[config.mk]
export PLATFORM = sky130hd
export DESIGN_NAME = usr_cfg_regs
export DESIGN_NICKNAME = d
export VERILOG_FILES = /design/src/rtl/usr_cfg_pkg.sv /design/src/rtl/usr_cfg_rd_pipe.sv /design/src/rtl/usr_cfg_regs.sv
export SDC_FILE = /design/constraint.sdc
export NUM_CORES = 1
export LEC_CHECK = 0
export BUFFER_PORTS_ARGS = -buffer_cell sky130_fd_sc_hd__buf_2
export CORE_AREA = 3 3 451 453
export DETAILED_ROUTE_END_ITERATION = 12
export DIE_AREA = 0 0 454 456
export PLACE_DENSITY = 0.44
export RECOVER_POWER = 50
export SLEW_MARGIN = 20
export SYNTH_ARGS = -nofsm -noshare
export SYNTH_HDL_FRONTEND = slang
export SYNTH_SLANG_ARGS = --single-unit
[constraint.sdc]
create_clock -name clk -period 2.8 [get_ports clk]
set_input_delay 0.28 -clock clk [delete_from_list [all_inputs] [get_ports clk]]
set_output_delay 0.28 -clock clk [all_outputs]
set_load 0.01 [all_outputs]
[src/rtl/usr_cfg_pkg.sv]
// Shared constants and helpers for the usr_cfg register responder.
package usr_cfg_pkg;

  localparam logic BANK_CTRL = 1'b0;
  localparam logic BANK_STS  = 1'b1;

  // Wide enough for any supported data width; users slice the low bits.
  localparam int unsigned MAX_DATA_WIDTH = 256;
  localparam logic [MAX_DATA_WIDTH-1:0] UNMAPPED_RD_VAL = '1;

  function automatic int unsigned clog2(input int unsigned n);
    int unsigned r;
    r = 0;
    while ((64'd1 << r) < 64'(n)) r++;
    return (r == 0) ? 1 : r;
  endfunction

endpackage

[src/rtl/usr_cfg_rd_pipe.sv]
// Fixed-latency valid/data delay line for the usr_cfg read return path.
module usr_cfg_rd_pipe #(
  parameter int unsigned LAT = 2,
  parameter int unsigned W   = 32
) (
  input  logic         clk,
  input  logic         rstn,
  input  logic         i_vld,
  input  logic [W-1:0] i_data,
  output logic         o_vld,
  output logic [W-1:0] o_data
);

  logic [LAT-1:0] r_vld;
  logic [W-1:0]   r_data [LAT];

  // NOTE: sequential state uses <= only, so every stage samples the pre-edge value of the one before it.
  // NOTE: the data stages are reset (not just the valids) because o_data must read zero out of reset.
  always_ff @(posedge clk or negedge rstn) begin
    if (!rstn) begin
      r_vld <= '0;
      for (int k = 0; k < LAT; k++) r_data[k] <= '0;
    end else begin
      r_vld[0] <= i_vld;
      if (i_vld) r_data[0] <= i_data;
      // Data only moves with its valid, so the last stage holds between reads.
      for (int k = 1; k < LAT; k++) begin
        r_vld[k] <= r_vld[k-1];
        if (r_vld[k-1]) r_data[k] <= r_data[k-1];
      end
    end
  end

  assign o_vld  = r_vld[LAT-1];
  assign o_data = r_data[LAT-1];

endmodule

[src/rtl/usr_cfg_regs.sv]
// usr_cfg bus responder: control register bank, status bank, pipelined read return.
// Define USR_CFG_RD_CLR_EN for sticky read-to-clear status latches.
module usr_cfg_regs
  import usr_cfg_pkg::*;
#(
  parameter int unsigned REG_ADDR_WIDTH = 32,
  parameter int unsigned REG_DATA_WIDTH = 32,
  parameter int unsigned REG_NUM        = 16,
  parameter int unsigned RD_LAT         = 2,
  parameter logic [REG_DATA_WIDTH-1:0] CFG_RST_VAL = '0
) (
  input  logic                                clk,
  input  logic                                rstn,
  input  logic                                usr_cfg_type,
  input  logic                                usr_wr_en,
  input  logic [REG_ADDR_WIDTH-1:0]           usr_wr_addr,
  input  logic [REG_DATA_WIDTH-1:0]           usr_wr_data,
  input  logic                                usr_rd_en,
  input  logic [REG_ADDR_WIDTH-1:0]           usr_rd_addr,
  output logic                                usr_rd_vld,
  output logic [REG_DATA_WIDTH-1:0]           usr_rd_data,
  output logic [REG_NUM*REG_DATA_WIDTH-1:0]   cfg_regs,
  output logic [REG_NUM-1:0]                  cfg_wr_pulse,
  input  logic [REG_NUM*REG_DATA_WIDTH-1:0]   sts_in,
  output logic                                cfg_err,
  input  logic                                cfg_err_clr
);

  localparam int unsigned IDX_W = clog2(REG_NUM);
  localparam logic [REG_DATA_WIDTH-1:0] UNMAPPED_VAL = UNMAPPED_RD_VAL[REG_DATA_WIDTH-1:0];

  logic [REG_DATA_WIDTH-1:0] r_cfg [REG_NUM];
  logic [REG_NUM-1:0]        r_wr_pulse;
  logic                      r_err;

  logic [REG_DATA_WIDTH-1:0] w_sts_in [REG_NUM];
  logic [REG_DATA_WIDTH-1:0] w_sts_val;
  logic [REG_DATA_WIDTH-1:0] w_rd_data;
  logic [IDX_W-1:0]          w_wr_idx;
  logic [IDX_W-1:0]          w_rd_idx;
  logic                      w_wr_mapped;
  logic                      w_rd_mapped;
  logic                      w_wr_ok;
  logic                      w_err_set;

  assign w_wr_idx    = usr_wr_addr[IDX_W-1:0];
  assign w_rd_idx    = usr_rd_addr[IDX_W-1:0];
  assign w_wr_mapped = usr_wr_addr < REG_ADDR_WIDTH'(REG_NUM);
  assign w_rd_mapped = usr_rd_addr < REG_ADDR_WIDTH'(REG_NUM);
  assign w_wr_ok     = usr_wr_en && w_wr_mapped && (usr_cfg_type == BANK_CTRL);
  assign w_err_set   = (usr_wr_en && !w_wr_ok) || (usr_rd_en && !w_rd_mapped);

  for (genvar i = 0; i < REG_NUM; i++) begin : g_flat
    assign cfg_regs[i*REG_DATA_WIDTH +: REG_DATA_WIDTH] = r_cfg[i];
    assign w_sts_in[i] = sts_in[i*REG_DATA_WIDTH +: REG_DATA_WIDTH];
  end

  always_ff @(posedge clk or negedge rstn) begin
    if (!rstn) begin
      for (int i = 0; i < REG_NUM; i++) r_cfg[i] <= CFG_RST_VAL;
      r_wr_pulse <= '0;
      r_err      <= 1'b0;
    end else begin
      r_wr_pulse <= '0;
      if (w_wr_ok) begin
        r_cfg[w_wr_idx]      <= usr_wr_data;
        r_wr_pulse[w_wr_idx] <= 1'b1;
      end
      if (w_err_set)        r_err <= 1'b1;
      else if (cfg_err_clr) r_err <= 1'b0;
    end
  end

`ifdef USR_CFG_RD_CLR_EN
  logic [REG_DATA_WIDTH-1:0] r_sts [REG_NUM];
  logic                      w_sts_clr;

  assign w_sts_clr = usr_rd_en && w_rd_mapped && (usr_cfg_type == BANK_STS);

  // A live sts_in bit wins over the read-clear in the same cycle.
  always_ff @(posedge clk or negedge rstn) begin
    if (!rstn) begin
      for (int i = 0; i < REG_NUM; i++) r_sts[i] <= '0;
    end else begin
      for (int i = 0; i < REG_NUM; i++) begin
        if (w_sts_clr && (w_rd_idx == IDX_W'(i))) r_sts[i] <= w_sts_in[i];
        else                                      r_sts[i] <= r_sts[i] | w_sts_in[i];
      end
    end
  end

  assign w_sts_val = r_sts[w_rd_idx];
`else
  assign w_sts_val = w_sts_in[w_rd_idx];
`endif

  // NOTE: default first so every path assigns w_rd_data and no latch is inferred.
  always_comb begin
    w_rd_data = UNMAPPED_VAL;
    if (w_rd_mapped) w_rd_data = (usr_cfg_type == BANK_CTRL) ? r_cfg[w_rd_idx] : w_sts_val;
  end

  usr_cfg_rd_pipe #(
    .LAT (RD_LAT),
    .W   (REG_DATA_WIDTH)
  ) u_rd_pipe (
    .clk    (clk),
    .rstn   (rstn),
    .i_vld  (usr_rd_en),
    .i_data (w_rd_data),
    .o_vld  (usr_rd_vld),
    .o_data (usr_rd_data)
  );

  assign cfg_wr_pulse = r_wr_pulse;
  assign cfg_err      = r_err;

endmodule

; Word level (Yosys, flattened, before mapping)
; Index checks and enable logic that the tools add are counted.
; Widths: inputs -> output; s select.
[word_totals]
word_cells = 57
out_inout_bits = 562
in_bits = 614
regBits = 595
[classes]
muxes = 16
n_bitwise = 3
n_lt_le_gt_ge = 7
n_reduce_logical = 10
[ops]
columns = op, n
row1 = $bwmux 512, 1
row2 = $bmux 32 s4, 2
row3 = $mux 32, 7
row4 = $demux 32 s4, 1
row5 = $lt 32x5->1 const B, 2
row6 = $mux 16, 1
row7 = $ge 5x5->1 const B, 2
row8 = $not 4->5, 2
row9 = $logic_and 1x1->1, 6
row10 = $lt 4x5->1 const B, 1
row11 = $lt 5x1->1 const B, 1
row12 = $demux 1 s4, 1
row13 = $ge 4x1->1 const B, 1
row14 = $mux 1, 3
row15 = $logic_not 1->1, 2
row16 = $reduce_bool 2->1, 1
row17 = $logic_or 1x1->1, 1
row18 = $not 1->1, 1

; Logic depth before layout (Yosys ltp)
[depth]
word_depth = 7
depth_mapped = 9
ltp_nobuf = 5

; Cells and area by module
; Synthesis repeated with hierarchy kept, for this count alone.
[unflattened]
hier_cells = 2002
area_unflattened_um2 = 30873.4
[modules_own_cells]
columns = mod, n_inst, seq_area_each_um2, cells_per_inst, area_per_inst_um2
row1 = usr_cfg_regs, 1, 13237.7, 1832, 27893.0
row2 = usr_cfg_rd_pipe, 1, 1651.6, 170, 2980.4

; Worst setup path before layout
; Ideal clock, no wire load.
[synth_timing]
path_kind = input to register
startpoint = input usr_wr_addr[15]
endpoint = register r_cfg, in the netlist cfg_regs[10]
path_slack_ns = 0.522
required_time_ns = 2.675
setup_ns = 0.125
path_stages = 8
path_buffers = 3
t_arrival_ns = 2.154
path_cell_list = nor4b_1 -> nand4_1 -> or2_1 -> buf_6 -> buf_8 -> nor4b_4 -> buf_6 -> mux2_2
[synth_via]
elab_chain_cells = 3
[synth_lines]
columns = element, line_no
row1 = start: declaration, usr_cfg_regs.sv:16  ; input logic [REG_ADDR_WIDTH-1:0] usr_wr_addr,
row2 = $lt 32x5->1, usr_cfg_regs.sv:48  ; assign w_wr_mapped = usr_wr_addr < REG_ADDR_WIDTH'(REG_NUM);
row3 = $logic_and 1x1->1 (2 in a row), usr_cfg_regs.sv:50  ; assign w_wr_ok = usr_wr_en && w_wr_mapped && (usr_cfg_type == BANK_CTRL);
row4 = end signal: indexed assignment, usr_cfg_regs.sv:66  ; r_cfg[w_wr_idx] <= usr_wr_data;
row5 = end: declaration, usr_cfg_regs.sv:32  ; logic [REG_DATA_WIDTH-1:0] r_cfg [REG_NUM];
; No other way between the ends.
; A chain may end at the register's enable or synchronous reset.

; Worst setup path in the final report
[layout_timing]
startpoint = input usr_wr_addr[10]
endpoint = register r_cfg, in the netlist cfg_regs[151]
; The elaborated chain is that of the path after synthesis.

==> impl_metrics.json <==
{
  "internal-power_mw": 15.46,
  "clk_path_buf_depth": 3,
  "synth_cells": 2113,
  "cts_setup_buffers": 0,
  "worst_path_max_delay_cell": "dlygate4sd3_1",
  "finalSetupViolCount": 0,
  "synthArstFlopShare_pct": 100.0,
  "syn_avg_cell_area_sq_um": 14.48,
  "whs_ns": 0.1109,
  "core-area_sq_um": 199700,
  "ys_ff_latch": 595,
  "io_buffers": 1175,
  "maxSlewHeadroom_pct": -18.73,
  "p_leak_nw": 20.29,
  "synth_top_area_share_pct": 48.68,
  "worstReg2RegStart": "cfg_regs[368]$_DFFE_PN0P_",
  "clkSinkCount": 595,
  "design_area_sq_um": 43110,
  "grt_pass1_wl_mm": 272.1,
  "synth_edf_count": 0,
  "ys_top_cells_by_area": "dfrtp_1 (49%), mux2_2 (19%), mux4_2 (12%)",
  "antenna_found_initial": 108,
  "synth.most_common_cell": "dfrtp_1",
  "drt_iter0_drc": 2157,
  "combPwrFrac_pct": 10.8,
  "switching_power_mw": 5.779,
  "path_clk_slew_ns": 0.06,
  "die_y_um": 456,
  "critical_path_buf_inv_count": 5,
  "status": "finished with violations",
  "wire_per_inst_um": 34.53,
  "synth_top_cell_by_area": "dfrtp_1",
  "cts_tree": "yes",
  "cts_resized": 0,
  "syn-num-nets": 2727,
  "ys_warn_count": 0,
  "max_freq_mhz": 370.7,
  "dr_total_vias": 26380,
  "viasPerCell": 4.344,
  "power.total_mw": 21.24,
  "setup_tns_ns": 0,
  "fin_skew_ns": 0.03491,
  "ir_worst_vdd_v": 0.0003911,
  "drc": 0,
  "io_pins": 1176,
  "switching_share_pct": 27.21,
  "worst_ep_required_time_ns": 3.37,
  "hold_start": "usr_wr_addr[6]",
  "start_util_pct": 15.32,
  "dr.pass1.iters": 5,
  "path_delay_family": "buffers and inverters",
  "gp_congestion": 0.9064,
  "clock_power_share_pct": 48.7,
  "synthFlopType": "dfrtp_1",
  "period_needed_ns": 2.698,
  "cts-buffers-inserted": 79,
  "crit_path_end_kind": "flip-flop",
  "cp-start-kind": "primary input",
  "critPathLaunch": "usr_wr_addr[10]",
  "arrival_ns": 3.27,
  "nNetsFinal": 3934,
  "cp_cell_sequence": "dlygate4sd3_1 -> buf_2 -> nor2_1 -> dlygate4sd3_1 -> nand4_1 -> or2_1 -> buf_12 -> nor4_4 -> buf_12 -> mux2_2",
  "first_global_vias": 26930,
  "dieArea_sq_um": 207000,
  "drive_gt1_share_pct": 57.29,
  "area_delta_synth_final_pct": 40.94,
  "ant_nets": 0,
  "clock_latency_ns": 0.71,
  "finalHoldViolCount": 0,
  "rsz0062_at_grt": "no",
  "groute.usage.overall_pct": 19.65,
  "grt_overflow": 0,
  "path_class": "primary input to flip-flop",
  "cts-root-buf": "clkbuf_16",
  "die_w_um": 454,
  "yosysSeqAreaShare_pct": 48.68,
  "routed_wl_mm": 209.7,
  "maxSlewViolCount": 151,
  "grt_max_degree": 82,
  "hpwl_mm": 167.8,
  "mappedNetlistArea_sq_um": 30590,
  "violations": "capacitance limit, slew limit",
  "cp_max_fo": 21,
  "synth_cell_types": 42,
  "min_path_type": "primary input to flip-flop",
  "cts_hold_buf": 19,
  "rows": 164,
  "fin_crit_sh_pct": 96.35,
  "h-tree-depth": 3,
  "dpl_cell_area_sq_um": 40640,
  "worst_pin_slew_ns": 1.781,
  "power_frac_seq_pct": 40.5,
  "cap_violations": 5,
  "max_stage_delay_ns": 0.55,
  "synthTopCellsByCount": "dfrtp_1 (595), mux2_2 (508), mux2i_1 (176)",
  "power_density_nw_per_um2": 492.7
}
[worst reg2reg max path, cell delays in order, from the launching register on]
cell and delay, ns:
dfrtp_1 0.39, mux2i_1 0.37, a221oi_1 0.19, o21ai_0 0.77
nand3_1 0.21, buf_4 0.20, o211a_1 0.12
[cell usage in the layout (no fill, tap or decap), drive strengths merged, types with 3 or more instances in the layout]
cell type,count
o211a,11
dlygate4sd3,19
diode,36
nand2b,6
buf,1073
mux4,168
clkinvlp,5
clkinv,20
nor4,21
clkbuf,376
nand4,3
dfrtp,595
mux2,544
inv,8
o21ai,55
nand2,24
nor3,15
o221a,19
nor2,23
a22oi,71
or3,3
nand3,43
mux2i,176
a221oi,86
[cells by family (layout without fill, tap and decap cells)]
logic type	after synthesis	after routing	share of synthesized area, %
muxes	888	888	38.16
DFF	595	595	48.68
AOI/OAI and AO/OA	251	251	6.385
buffers and inverters	235	1503	3.833
and+or+nand+nor	144	144	2.945
other	0	36	0
[power groups by stage]
stage / Combinational, mW / Sequential (mW) / Clock, mW
final: 2.29 / 8.61 / 10.3
after global routing: 2.45 / 8.61 / 11.0
after CTS: 2.36 / 8.61 / 10.7
after detailed placement: 2.33 / 8.77 / 0
after global placement: 2.32 / 8.77 / 0
after floorplan: 0.841 / 8.76 / 0
[per-stage QoR]
stage	cells	util [%]	setup slack (ns)
2_1_floorplan	2113	-	0.5216
3_3_place_gp	5875	20.35	-0.2255
3_5_place_dp	5876	20.35	-0.1854
4_1_cts	6037	21.76	0.2056
5_1_grt	6069	21.59	0.03428
6_report	6073	21.59	0.1023
[worst paths after layout]
kind,to,cells after the start,slack (ns)
setup / recovery,cfg_regs[151]$_DFFE_PN0P_,10,0.10
hold / removal,cfg_wr_pulse[13]$_DFF_PN0_,5,0.11
setup reg to reg,u_rd_pipe.r_data[48]$_DFFE_PN0P_,6,0.42
hold reg to reg,u_rd_pipe.o_data[10]$_DFFE_PN0P_,1,0.50
max in group asynchronous,cfg_regs[232]$_DFFE_PN0P_,3,0.38
min in group asynchronous,cfg_regs[307]$_DFFE_PN0P_,2,0.14
[sequential cells by signal, summed over array words and instances, names as in the netlist]
signal	count
u_rd_pipe.o_data	32
cfg_err	1
u_rd_pipe.r_data	32
cfg_wr_pulse	16
cfg_regs	512
u_rd_pipe.r_vld	2
[layout make-up]
cell class	instances	area, sq um
Inverter	3	15.01
Tap cell	2656	3323
Antenna cell	36	90.09
Timing Repair Buffer	1358	7553
Multi-Input combinational cell	1283	14630
Fill cell	21820	156500
Clock buffer	110	2305
Clock inverter	32	307.8
Sequential cell	595	14890
[routing by layer]
layer	global-route usage (%)	wire [um]	up-vias
li1	-	-	10700
met1	23.38	82090	14150
met2	34.05	106600	1189
met3	3.945	12230	319
met4	8.497	8571	24
met5	0	165	-
No activity file was read; power rests on OpenSTA's default activity.
